### config.mk
export PLATFORM = sky130hd
export DESIGN_NAME = pipe_hazard_ctrl_flat
export DESIGN_NICKNAME = d
export VERILOG_FILES = /design/src/rtl/pipe_hazard_if.sv /design/src/rtl/pipe_hazard_ctrl.sv /design/src/flat_wrapper.sv
export SDC_FILE = /design/constraint.sdc
export NUM_CORES = 1
export LEC_CHECK = 0
export CORE_AREA = 2 2 39 41
export CTS_BUF_LIST = sky130_fd_sc_hd__clkbuf_4
export CTS_CLUSTER_DIAMETER = 80
export DETAILED_ROUTE_END_ITERATION = 8
export DIE_AREA = 0 0 41 43
export MAX_ROUTING_LAYER = met4
export PLACE_DENSITY = 0.76
export SLEW_MARGIN = 20
export SYNTH_ARGS = -nofsm -noshare
export SYNTH_HDL_FRONTEND = slang
export SYNTH_SLANG_ARGS = --single-unit
### constraint.sdc
create_clock -name CLK -period 3.7 [get_ports CLK]
set_clock_uncertainty 0.15 [all_clocks]
set_input_delay 0.37 -clock CLK [delete_from_list [all_inputs] [get_ports CLK]]
set_output_delay 0.37 -clock CLK [all_outputs]
set_load 0.005 [all_outputs]
### src/rtl/pipe_hazard_if.sv
// Datapath <-> hazard-control signal bundle; counter signals exist only with HAZ_PERF_CNT_EN.
interface pipe_hazard_if #(
    parameter int REG_W = 5,
    parameter int CNT_W = 32
);
    typedef logic [CNT_W-1:0] cnt_t;

    logic             ihit, dhit, mem_dreq;
    logic             ex_dren, dc_use_rt;
    logic [REG_W-1:0] ex_wsel, dc_rsel1, dc_rsel2;
    logic             br_taken, halt_mem;
    logic             pc_en, pipe1_en, pipe2_en, pipe3_en, pipe4_en;
    logic             flushed1, flushed2, flushed3;
    logic             halt_out;
`ifdef HAZ_PERF_CNT_EN
    cnt_t             stall_cnt, bubble_cnt, flush_cnt;
`endif

    modport master (
        output ihit, dhit, mem_dreq, ex_dren, dc_use_rt, ex_wsel, dc_rsel1, dc_rsel2,
               br_taken, halt_mem,
        input  pc_en, pipe1_en, pipe2_en, pipe3_en, pipe4_en,
               flushed1, flushed2, flushed3, halt_out
`ifdef HAZ_PERF_CNT_EN
        , input stall_cnt, bubble_cnt, flush_cnt
`endif
    );

    modport slave (
        input  ihit, dhit, mem_dreq, ex_dren, dc_use_rt, ex_wsel, dc_rsel1, dc_rsel2,
               br_taken, halt_mem,
        output pc_en, pipe1_en, pipe2_en, pipe3_en, pipe4_en,
               flushed1, flushed2, flushed3, halt_out
`ifdef HAZ_PERF_CNT_EN
        , output stall_cnt, bubble_cnt, flush_cnt
`endif
    );
endinterface

### src/rtl/pipe_hazard_ctrl.sv
// Pipeline stall/flush/bubble control for the four stage latches.
// Optional performance counters are built when HAZ_PERF_CNT_EN is defined.
module pipe_hazard_ctrl #(
    parameter int REG_W = 5,
    parameter int CNT_W = 32
) (
    input logic          CLK,
    input logic          nRST,
    pipe_hazard_if.slave hz
);
    typedef enum logic [1:0] {RUN, DWAIT, HALT} state_t;
    typedef logic [CNT_W-1:0] cnt_t;
    localparam logic [REG_W-1:0] R0 = '0;

    state_t state, nstate;
    logic   live, br_pend, br_pend_n;
    logic   act, dwait, redirect, lu;

    always_comb begin
        act      = live && (state != HALT);
        dwait    = act && !hz.dhit && (hz.mem_dreq || state == DWAIT);
        redirect = hz.br_taken || br_pend;
        lu       = hz.ex_dren && (hz.ex_wsel != R0) &&
                   ((hz.ex_wsel == hz.dc_rsel1) || (hz.dc_use_rt && hz.ex_wsel == hz.dc_rsel2));
    end

    always_comb begin
        nstate      = state;
        br_pend_n   = br_pend;
        hz.pc_en    = 1'b0;
        hz.pipe1_en = 1'b0;
        hz.pipe2_en = 1'b0;
        hz.pipe3_en = 1'b0;
        hz.pipe4_en = 1'b0;
        hz.flushed1 = 1'b0;
        hz.flushed2 = 1'b0;
        hz.flushed3 = 1'b0;
        if (act) begin
            if (dwait) begin
                // Redirect seen during a data wait is remembered, applied on the dhit cycle.
                nstate = DWAIT;
                if (hz.br_taken) br_pend_n = 1'b1;
            end else begin
                nstate      = RUN;
                hz.pc_en    = 1'b1;
                hz.pipe1_en = 1'b1;
                hz.pipe2_en = 1'b1;
                hz.pipe3_en = 1'b1;
                hz.pipe4_en = 1'b1;
                if (redirect) begin
                    br_pend_n   = 1'b0;
                    hz.flushed1 = 1'b1;
                    hz.flushed2 = 1'b1;
                    hz.flushed3 = 1'b1;
                end else if (lu) begin
                    hz.pc_en    = 1'b0;
                    hz.pipe1_en = 1'b0;
                    hz.flushed2 = 1'b1;
                end else if (!hz.ihit) begin
                    hz.pc_en    = 1'b0;
                    hz.flushed1 = 1'b1;
                end
            end
            if (hz.halt_mem) nstate = HALT;
        end
    end

    always_ff @(posedge CLK or negedge nRST) begin
        if (!nRST) begin
            state   <= RUN;
            live    <= 1'b0;
            br_pend <= 1'b0;
        end else begin
            state   <= nstate;
            live    <= 1'b1;
            br_pend <= br_pend_n;
        end
    end

    assign hz.halt_out = (state == HALT);

`ifdef HAZ_PERF_CNT_EN
    cnt_t stall_q, bubble_q, flush_q;
    logic bubble_ev, flush_ev;

    assign bubble_ev = act && !dwait && !redirect && lu;
    assign flush_ev  = act && !dwait && redirect;

    // Saturating counters; cleared only by reset.
    always_ff @(posedge CLK or negedge nRST) begin
        if (!nRST) begin
            stall_q  <= '0;
            bubble_q <= '0;
            flush_q  <= '0;
        end else begin
            if (dwait && stall_q != '1)      stall_q  <= stall_q + 1'b1;
            if (bubble_ev && bubble_q != '1) bubble_q <= bubble_q + 1'b1;
            if (flush_ev && flush_q != '1)   flush_q  <= flush_q + 1'b1;
        end
    end

    assign hz.stall_cnt  = stall_q;
    assign hz.bubble_cnt = bubble_q;
    assign hz.flush_cnt  = flush_q;
`endif
endmodule

### src/flat_wrapper.sv
// flat-port wrapper written by rule: the top's interface ports become plain ports
module pipe_hazard_ctrl_flat 
#(
    parameter int REG_W = 5,
    parameter int CNT_W = 32
)
  (CLK, nRST, hz_ihit, hz_dhit, hz_mem_dreq, hz_ex_dren, hz_dc_use_rt, hz_ex_wsel, hz_dc_rsel1, hz_dc_rsel2, hz_br_taken, hz_halt_mem, hz_pc_en, hz_pipe1_en, hz_pipe2_en, hz_pipe3_en, hz_pipe4_en, hz_flushed1, hz_flushed2, hz_flushed3, hz_halt_out);
  pipe_hazard_if #(.REG_W(REG_W), .CNT_W(CNT_W)) hz_i ();
  input logic CLK;
  input logic nRST;
  input wire logic [$bits(hz_i.ihit)-1:0] hz_ihit;
  input wire logic [$bits(hz_i.dhit)-1:0] hz_dhit;
  input wire logic [$bits(hz_i.mem_dreq)-1:0] hz_mem_dreq;
  input wire logic [$bits(hz_i.ex_dren)-1:0] hz_ex_dren;
  input wire logic [$bits(hz_i.dc_use_rt)-1:0] hz_dc_use_rt;
  input wire logic [$bits(hz_i.ex_wsel)-1:0] hz_ex_wsel;
  input wire logic [$bits(hz_i.dc_rsel1)-1:0] hz_dc_rsel1;
  input wire logic [$bits(hz_i.dc_rsel2)-1:0] hz_dc_rsel2;
  input wire logic [$bits(hz_i.br_taken)-1:0] hz_br_taken;
  input wire logic [$bits(hz_i.halt_mem)-1:0] hz_halt_mem;
  output wire logic [$bits(hz_i.pc_en)-1:0] hz_pc_en;
  output wire logic [$bits(hz_i.pipe1_en)-1:0] hz_pipe1_en;
  output wire logic [$bits(hz_i.pipe2_en)-1:0] hz_pipe2_en;
  output wire logic [$bits(hz_i.pipe3_en)-1:0] hz_pipe3_en;
  output wire logic [$bits(hz_i.pipe4_en)-1:0] hz_pipe4_en;
  output wire logic [$bits(hz_i.flushed1)-1:0] hz_flushed1;
  output wire logic [$bits(hz_i.flushed2)-1:0] hz_flushed2;
  output wire logic [$bits(hz_i.flushed3)-1:0] hz_flushed3;
  output wire logic [$bits(hz_i.halt_out)-1:0] hz_halt_out;
  assign hz_i.ihit = hz_ihit;
  assign hz_i.dhit = hz_dhit;
  assign hz_i.mem_dreq = hz_mem_dreq;
  assign hz_i.ex_dren = hz_ex_dren;
  assign hz_i.dc_use_rt = hz_dc_use_rt;
  assign hz_i.ex_wsel = hz_ex_wsel;
  assign hz_i.dc_rsel1 = hz_dc_rsel1;
  assign hz_i.dc_rsel2 = hz_dc_rsel2;
  assign hz_i.br_taken = hz_br_taken;
  assign hz_i.halt_mem = hz_halt_mem;
  assign hz_pc_en = hz_i.pc_en;
  assign hz_pipe1_en = hz_i.pipe1_en;
  assign hz_pipe2_en = hz_i.pipe2_en;
  assign hz_pipe3_en = hz_i.pipe3_en;
  assign hz_pipe4_en = hz_i.pipe4_en;
  assign hz_flushed1 = hz_i.flushed1;
  assign hz_flushed2 = hz_i.flushed2;
  assign hz_flushed3 = hz_i.flushed3;
  assign hz_halt_out = hz_i.halt_out;
  pipe_hazard_ctrl #(.REG_W(REG_W), .CNT_W(CNT_W)) u_core (.CLK(CLK), .nRST(nRST), .hz(hz_i));
endmodule
==> impl_metrics.py <==
metrics = {
    "outcome": {
        "status": "complete, no violations",
    },
    "cts": {
        "clock_latency_ns": 0.23,
        "cts-root-buf": "clkbuf_4",
        "holdBufCountCts": 0,
        "cts_setup_buffers": 0,
        "h-tree-depth": 1,
        "clk_pin_slew_ns": 0.04,
        "cts.repair.resized": 0,
        "cts.sinks": 4,
        "cts_tree": "done",
        "cts_buffer_depth": 2,
        "numCtsBuffers": 3,
    },
    "pwr": {
        "vdd_drop_max_mv": 0.2056,
        "power_uw": 168.0,
        "power.density_nw_per_um2": 223.8,
        "power.leakage_nw": 0.2734,
    },
    "routing": {
        "drt_wl_total_um": 1037,
        "vias": 456,
        "dr.pass1.iters": 2,
        "viasPerCell": 4.701,
        "routedWlPerCell_um": 10.69,
        "final_antenna_net_count": 0,
        "first_iter_violations": 3,
        "drc": 0,
    },
    "global_routing": {
        "grt_pass1_wl_um": 1587,
        "grt_max_degree": 7,
        "grt_pass1_vias": 416,
        "gr-total-overflow": 0,
        "grt_use_total_pct": 13.44,
        "antenna_found_initial": 0,
    },
    "job": {
        "cap_viol_max_count": 0,
    },
    "finish": {
        "diodes": 0,
        "drive_above_1_share_pct": 8.642,
        "final_area_um2": 750.7,
        "syn2layout_area_growth_pct": 86.34,
        "fill_cells": 131,
        "nets": 107,
    },
    "critical_path": {
        "crit_chain": "clkdlybuf4s50_1 -> or4_1 -> o21ai_2 -> nor3_2 -> a221oi_2 -> clkdlybuf4s50_1",
        "endpoint_kind": "output port",
        "start_kind": "primary input",
        "crit_buf_inv": 2,
        "worst_r2r_path_depth": 5,
        "cp_num_cells": 6,
        "cp.arrival_ns": 2.40,
        "cp_max_fo": 3,
        "path_class": "primary input to output port",
        "cp_slowest_cell": "or4_1",
        "cp.required_ns": 3.18,
        "critical-path-top-delay-family": "buffers and inverters",
        "crit_top_cell": "clkdlybuf4s50_1",
        "max_stage_delay_ns": 0.54,
        "regToRegSetupSlack_ns": 2.32,
    },
    "synth": {
        "ys_top_cells_by_area": "dfrtp_1 (25%), xnor2_1 (22%), a21oi_1 (5.0%)",
        "yosysMostFrequentCell": "xnor2_1",
        "synthDistinctLibCells": 23,
        "synth_ff_type": "dfrtp_1",
        "ys_seq_area_share_pct": 24.84,
        "synthTopCellsByCount": "xnor2_1 (10), a21oi_1 (4), dfrtp_1 (4), nand2_1 (4), nor2_1 (4)",
        "yosysWarnings": 0,
        "syn_area_per_cell_um2": 8.393,
        "synth_edf_count": 0,
        "synth_top_area_share_pct": 24.84,
        "syn_inst": 48,
        "synth_fp_nets": 72,
        "ys_ff_latch": 4,
        "syn_area_um2": 402.9,
        "yosys.area.top_type": "dfrtp_1",
        "async_flop_share_pct": 100.0,
    },
    "sta": {
        "setup-violations-final": 0,
        "rsz0062_at_grt": "false",
        "finalWorstSetupSlack_ns": 0.7774,
        "min_period_ns": 2.923,
        "min_period_over_period_pct": 78.99,
        "finalSetupTns_ns": 0,
        "hold_violations": 0,
        "fmax_mhz": 342.2,
        "drv_slew": 0,
    },
    "floorplan": {
        "initial_core_util_pct": 29.11,
        "ios": 33,
        "die_width_um": 41,
        "core_area_um2": 1384,
        "die-area_um2": 1763,
        "std_cell_rows": 14,
        "die_h_um": 43,
    },
    "hold_path": {
        "hold_class": "primary input to asynchronous set/reset pin",
    },
    "place": {
        "gp_routability_congestion": 0.6444,
        "numPortBuffers": 32,
        "place_ws_ns": 0.7669,
        "place_hpwl_um": 908,
        "place_area_um2": 728.2,
    },
}
worst reg2reg max path, cell delays in order, from the launching register on:
cell      delay (ns)
dfrtp_1         0.41
nor2b_1         0.15
o21bai_1        0.17
nand2_1         0.18
inv_1           0.14
nor2_1          0.06
cells by family (layout without fill, tap and decap cells):
| kind of cell | count (synthesis) | in the layout | share of synthesized area, % |
|---|---|---|---|
| compound gates | 12 | 12 | 23.91 |
| xor+xnor | 10 | 10 | 21.74 |
| buf+inv | 4 | 37 | 5.590 |
| flops | 4 | 4 | 24.85 |
| other cells | 1 | 1 | 0.9308 |
| simple gates | 17 | 17 | 22.98 |
routing by layer:
layer / GRT usage (%) / vias to the layer above / wire, um
li1: - / 234 / -
met1: 13.73 / 209 / 399
met2: 22.50 / 13 / 577
met3: 3.665 / 0 / 60
met4: 6.000 / 0 / 0
met5: - / - / 0
sequential cells by signal, indices dropped and copies added, names as in the netlist:
register / flops
u_core.br_pend: 1
u_core.live: 1
u_core.state: 2
path summary, 6_finish.rpt:
path	start	to
worst max-delay path	hz_ex_wsel[2]	hz_flushed1
worst min-delay path	nRST	u_core.live
worst max register to register	u_core.state[0]	u_core.br_pend
worst min register to register	u_core.state[1]	u_core.state[1]
max in group asynchronous	nRST	u_core.state[0]
min in group CLK	u_core.state[1]	u_core.state[1]
through the flow:
step	hold slack (ns)	std cells	utilization (%)
after floorplan	-0.07559	48	-
after global placement	0.3864	94	52.62
after detailed placement	0.3953	94	52.62
after CTS	0.1811	97	54.25
after global routing	0.1847	97	54.25
final	0.1862	97	54.25
layout by cell type (no fill, tap or decap):
cell type	Yosys	final
o21ai_2	1	1
o2bb2ai_1	1	1
nand3_1	1	1
a21oi_1	4	4
dfrtp_1	4	4
nor3_2	1	1
conb_1	1	1
nand4_1	1	1
or4_1	1	1
inv_1	2	2
nand2_1	4	4
a221oi_2	1	1
o21bai_1	1	1
nor2b_1	3	3
o22ai_1	1	1
clkbuf_4	0	3
a211oi_2	1	1
xnor2_1	10	10
nor3_1	1	1
clkdlybuf4s50_1	0	32
o32ai_1	1	1
nor2_1	4	4
a22o_1	1	1
nor4bb_1	1	1
power by group:
group,leakage (nW),internal [mW],switching [mW]
combinational,0.213,0.0357,0.0230
sequential,0.0467,0.0500,0.00723
clock,0.0138,0.0362,0.0159
area by class of cell:
type	count	area [um^2]	area share (%)
timing repair buffer	32	320.3	42.67
multi-input combinational	40	280.3	37.33
sequential	4	100.1	13.33
clock buffer	3	22.52	3.000
tap	16	20.02	2.667
inverter	2	7.507	1.000
(Power assumes the default switching activity.)
